[src/rtl/uart_hex_resp_pkg.sv]
// uart_hex_resp_pkg
// Shared types and helpers for the hex reply encoder (uart_hex_resp_tx):
//   - state_t      : reply sequencer states
//   - ASCII_*      : character constants used to build the reply
//   - nib_to_ascii : 4-bit value -> uppercase ASCII hex digit
package uart_hex_resp_pkg;

    typedef enum logic [2:0] {
        IDLE,
        LOAD,
        SEND,
        GUARD,
        WAIT
    } state_t;

    localparam logic [7:0] ASCII_CR    = 8'h0D;
    localparam logic [7:0] ASCII_LF    = 8'h0A;
    localparam logic [7:0] ASCII_0     = 8'h30;
    // 'A' minus 10, so that ASCII_A_M10 + 10 == 'A'
    localparam logic [7:0] ASCII_A_M10 = 8'h37;

    function automatic logic [7:0] nib_to_ascii(input logic [3:0] nib);
        if (nib < 4'd10) begin
            return ASCII_0 + {4'h0, nib};
        end
        return ASCII_A_M10 + {4'h0, nib};
    endfunction

endpackage

[src/rtl/uart_hex_resp_tx.sv]
// uart_hex_resp_tx
// Serialises a read-data word as an ASCII reply ("D" followed by the word in
// uppercase hex, MSB nibble first) into a byte-wide UART transmitter.
//
// Optional build macro: UART_HEX_RESP_CRLF_EN -- when defined, a CR LF pair
// is appended after the last hex digit.
//
// Ports:
//   clk         system clock
//   i_reset_n   asynchronous reset, active-low
//   in_data     read-data word to send (captured on acceptance)
//   in_valid    request, accepted only while out_ready=1
//   out_ready   high when idle and able to accept a request
//   in_BUSY     UART TX busy flag
//   out_w_data  byte presented to the UART TX
//   out_valid   one-cycle send strobe to the UART TX
//   out_done    one-cycle pulse when the whole reply has been transmitted
module uart_hex_resp_tx
    import uart_hex_resp_pkg::*;
#(
    parameter int         DATA_W      = 16,
    parameter logic [7:0] PREFIX_CHAR = 8'h44
) (
    input  logic              clk,
    input  logic              i_reset_n,
    input  logic [DATA_W-1:0] in_data,
    input  logic              in_valid,
    output logic              out_ready,
    input  logic              in_BUSY,
    output logic [7:0]        out_w_data,
    output logic              out_valid,
    output logic              out_done
);

    localparam int ND = DATA_W / 4;
`ifdef UART_HEX_RESP_CRLF_EN
    localparam int NCH = ND + 3;
`else
    localparam int NCH = ND + 1;
`endif
    localparam int IDX_W = $clog2(NCH + 1);
    localparam logic [IDX_W-1:0] LAST_IDX = IDX_W'(NCH - 1);

    state_t            state_reg;
    logic [IDX_W-1:0]  idx_reg;
    logic [DATA_W-1:0] data_reg;

    logic [7:0]        digit_chars [ND];
    logic [7:0]        char_next;

    // One ASCII digit per nibble; digit 0 is the most significant nibble.
    genvar gi;
    generate
        for (gi = 0; gi < ND; gi++) begin : g_digit
            assign digit_chars[gi] = nib_to_ascii(data_reg[DATA_W-1-4*gi -: 4]);
        end
    endgenerate

    // Character for the current index: prefix, ND digits, optional CR LF.
    always_comb begin
        char_next = PREFIX_CHAR;
        for (int i = 0; i < ND; i++) begin
            if (idx_reg == IDX_W'(i + 1)) begin
                char_next = digit_chars[i];
            end
        end
`ifdef UART_HEX_RESP_CRLF_EN
        if (idx_reg == IDX_W'(ND + 1)) begin
            char_next = ASCII_CR;
        end
        if (idx_reg == IDX_W'(ND + 2)) begin
            char_next = ASCII_LF;
        end
`endif
    end

    // Reply sequencer. out_ready is a register so that it is low both while a
    // reply is in flight and during the out_done cycle; it rises the cycle
    // after the sequencer has returned to IDLE.
    always_ff @(posedge clk or negedge i_reset_n) begin
        if (!i_reset_n) begin
            state_reg  <= IDLE;
            idx_reg    <= '0;
            data_reg   <= '0;
            out_w_data <= '0;
            out_valid  <= 1'b0;
            out_done   <= 1'b0;
            out_ready  <= 1'b1;
        end else begin
            out_valid <= 1'b0;
            out_done  <= 1'b0;
            case (state_reg)
                IDLE: begin
                    if (out_ready && in_valid) begin
                        data_reg  <= in_data;
                        idx_reg   <= '0;
                        out_ready <= 1'b0;
                        state_reg <= LOAD;
                    end else begin
                        out_ready <= 1'b1;
                    end
                end
                LOAD: begin
                    out_w_data <= char_next;
                    state_reg  <= SEND;
                end
                SEND: begin
                    if (!in_BUSY) begin
                        out_valid <= 1'b1;
                        state_reg <= GUARD;
                    end
                end
                GUARD: begin
                    // Give the UART a cycle to raise BUSY for this byte.
                    state_reg <= WAIT;
                end
                WAIT: begin
                    if (!in_BUSY) begin
                        if (idx_reg == LAST_IDX) begin
                            out_done  <= 1'b1;
                            state_reg <= IDLE;
                        end else begin
                            idx_reg   <= idx_reg + 1'b1;
                            state_reg <= LOAD;
                        end
                    end
                end
                default: begin
                    state_reg <= IDLE;
                end
            endcase
        end
    end

endmodule

[config.mk]
export PLATFORM = sky130hd
export DESIGN_NAME = uart_hex_resp_tx
export DESIGN_NICKNAME = d
export VERILOG_FILES = /design/src/rtl/uart_hex_resp_pkg.sv /design/src/rtl/uart_hex_resp_tx.sv
export SDC_FILE = /design/constraint.sdc
export NUM_CORES = 1
export LEC_CHECK = 0
export CORE_MARGIN = 5
export CORE_UTILIZATION = 53
export CTS_CLUSTER_SIZE = 20
export DETAILED_ROUTE_END_ITERATION = 16
export PLACE_DENSITY = 0.79
export SLEW_MARGIN = 5
export SYNTH_ARGS = -nofsm -noshare
export SYNTH_HDL_FRONTEND = slang
export SYNTH_SLANG_ARGS = --single-unit
[constraint.sdc]
create_clock -name clk -period 2.35 [get_ports clk]
set_clock_uncertainty 0.2 [all_clocks]
set_input_delay 0.705 -clock clk [delete_from_list [all_inputs] [get_ports clk]]
set_output_delay 0.705 -clock clk [all_outputs]
set_load 0.02 [all_outputs]
==> out/summary.txt <==
status - complete, no violations
Ys Warns - 0
share of cells above drive strength 1 - 11.35%
share of the synthesized area in the top cell type - 40.05%
DRT Wirelength - 3.930 mm
htree depth - 2
area occupied by multi-input gates - 1008 um2
FFs w/ async S/R, synth - 100.0%
Netlist Area Pre-Place - 1937 um2
CTS sink cnt - 32
Main synth FF type - dfrtp_1
Top Ports - 31
Synth Net Count - 225
antenna-violating nets left - 0
RSZ-0062 raised after global routing - no
P per Cell Area - 1204 nW/um2
NumNets Final - 257
Final Slew Violations - 0
commonest non-fill, non-tap cells in the layout - dfrtp_1 (31), clkdlybuf4s50_1 (28), nand2_1 (21)
CP Capture Type - output pin
vias in the first global route - 1,472
hold path startpoint - out_w_data[1]$_DFFE_PN0P_
die span in y - 70.45 um
initial detailed-routing violation count - 76
Reg2Reg Setup Slack - 0.36 ns
Syn-to-layout area delta - 22.29%
die area - 4963 um2
Final Critical Period - 2.146 ns
Sw Pwr - 1147 uW
drt first pass iters - 4
Final Hold Violating Endpoints - 0
worst path cell trace - clkdlybuf4s50_1
syn_area_per_cell - 9.882 um2
static leakage - 0.0009830 uW
largest net degree at the start of global routing - 33
max reg flops - 16
number of enable flip-flop cells after synthesis - 0
fillers - 304
register share of total power - 38.0%
Crit Path Category - reg -> out
max cap viols - 0
via count - 1,545
worst-skew pair later-pin latency - 0.28 ns
detailed-route DRC error count - 0
Register-to-Register Path Depth - 6
Max Fclk - 465.9 MHz
Buf+Inv Stages, Crit Path - 1
clk slew on worst S/H paths - 0.06 ns
GR Overflow Total - 0
top cells by area, synth - dfrtp_1 (40%), ha_1 (5.8%), nand2_1 (4.1%), o21ai_1 (3.6%), mux2_4 (3.1%)
Initial Utilization - 53.71%
commonest non-fill, non-tap cell in the layout - dfrtp_1
VDD IR max - 0.5021 mV
floorplan core area - 3606 um2
synth unique cells - 54
RePlAce Congestion - 0.8375
flop and latch count out of synthesis - 32
CP peak stage delay - 0.61 ns
Seq/Total Area, Yosys - 41.41%
first-pass GRT wire length - 6.472 mm
# setup viols final - 0
cell family with most CP delay - buffers and inverters
Syn Inst Count - 196
initial antenna violation count - 0
Max Root-Sink Buffers - 2
vias per cell - 5.578
switch share - 40.21%
Cell Count, Final, Fillers Out - 277
All-Layer GR Usage - 16.79%
number of buffers created by CTS - 5
Reg-to-Reg End - out_w_data[5]$_DFFE_PN0P_
combinational power share - 47.2%
Hold WC Path Type - reg -> reg
area leader, netlist - dfrtp_1
worst hold stages - 2
internal power - 1705 uW
CTS Hold Bufs - 0
Die Wd - 70.45 um
ant diodes - 0
fin crit share - 91.33%
DP Wirelength - 3.014 mm
# port buffers - 29
root buffer cell - clkbuf_8
Hold Path Sink - out_w_data[1]$_DFFE_PN0P_
dpl cells - 269
total negative slack - 0 ns
Startpoint Class - flop
CP arrival - 1.24 ns
Core Rows - 22
FF/Latch Area - 802.0 um2
Clock power frac - 14.8%
TritonCTS clock tree - yes
slowest CP cell - clkdlybuf4s50_1
CP Data Required Time - 1.44 ns
Worst R2R Start - idx_reg[0]$_DFFE_PN0P_
crit-path max FO - 2
DR WL/cell - 14.19 um
## through the flow
step	area [um2]	utilization [%]	setup slack [ns]	total power, uW	hold WS (ns)
2_1_floorplan	1937	-	0.5002	2058	0.2094
3_3_place_gp	2276	63.12	0.1490	2386	0.2719
3_5_place_dp	2276	63.12	0.1261	2443	0.2815
4_1_cts	2366	65.61	0.01729	2877	0.3060
5_1_grt	2369	65.68	0.1542	3081	0.3409
6_report	2369	65.68	0.2037	2852	0.2988
## routing by layer
metal / wire length (um) / vias to the layer above / part of all wire, % / global-route usage [%]
met5: 0 / - / 0 / 0
li1: - / 760 / - / -
met4: 56 / 0 / 1.4 / 5.532
met1: 1690 / 748 / 43 / 20.27
met2: 1934 / 31 / 49 / 27.75
met3: 249 / 6 / 6.3 / 5.899
## what timing repair did
item,CTS,global route
resized for setup,0,1
setup endpoints to repair,0,1
buffers inserted,0,0
endpoints found under the hold margin,0,0
## Yosys cell counts, drive strengths merged, types with 2 or more instances
cell	n
xnor2	4
nor3	3
inv	14
nor2	12
nor2b	7
a21oi	9
a221oi	2
o211ai	2
dfrtp	31
mux2	11
nand2	23
nor4b	2
o22ai	4
nand3	4
buf	8
mux2i	2
o21ai	17
o2111ai	2
nand2b	4
ha	9
nor3b	2
## logic make-up (layout without fill, tap and decap cells)
logic type / Yosys count / count (layout) / share of synthesized area [%]
AND/OR/NAND/NOR: 64 / 64 / 17.96
adder cells (fa/ha/maj): 9 / 9 / 5.814
buffers and inverters: 23 / 56 / 6.653
AO/OA/AOI/OAI: 50 / 50 / 17.96
flip-flops: 32 / 32 / 41.41
multiplexers: 13 / 13 / 8.204
XOR/XNOR: 4 / 4 / 1.809
other: 1 / 1 / 0.1936
## layout make-up
| class | count | share of cell area [%] |
|---|---|---|
| multi-input combinational | 141 | 42.58 |
| timing repair buffer | 34 | 15.00 |
| tap | 48 | 2.536 |
| inverter | 14 | 2.219 |
| sequential | 32 | 33.86 |
| clock buffer | 8 | 3.803 |
## power by group through the flow
stage               clock (uW)  combinational [uW]  sequential (uW)
detailed placement           0                1350             1090
global route               457                1500             1130
finish                     422                1350             1080
global placement             0                1310             1080
CTS                        432                1360             1080
floorplan                    0                 987             1070
## worst max path at each step
stage | from | to | slack [ns] | cells past startpoint
floorplan | idx_reg[2]$_DFFE_PN0P_ | out_w_data[5]$_DFFE_PN0P_ | 0.50 | 7
global placement | in_valid | data_reg[11]$_DFFE_PN0P_ | 0.15 | 5
detailed placement | in_valid | data_reg[10]$_DFFE_PN0P_ | 0.13 | 5
CTS | out_ready$_DFFE_PN1N_ | out_ready | 0.02 | 1
global route | out_w_data[2]$_DFFE_PN0P_ | out_w_data[2] | 0.15 | 1
finish | out_w_data[2]$_DFFE_PN0P_ | out_w_data[2] | 0.20 | 1
Note: power is estimated with default switching activity, not from simulation.
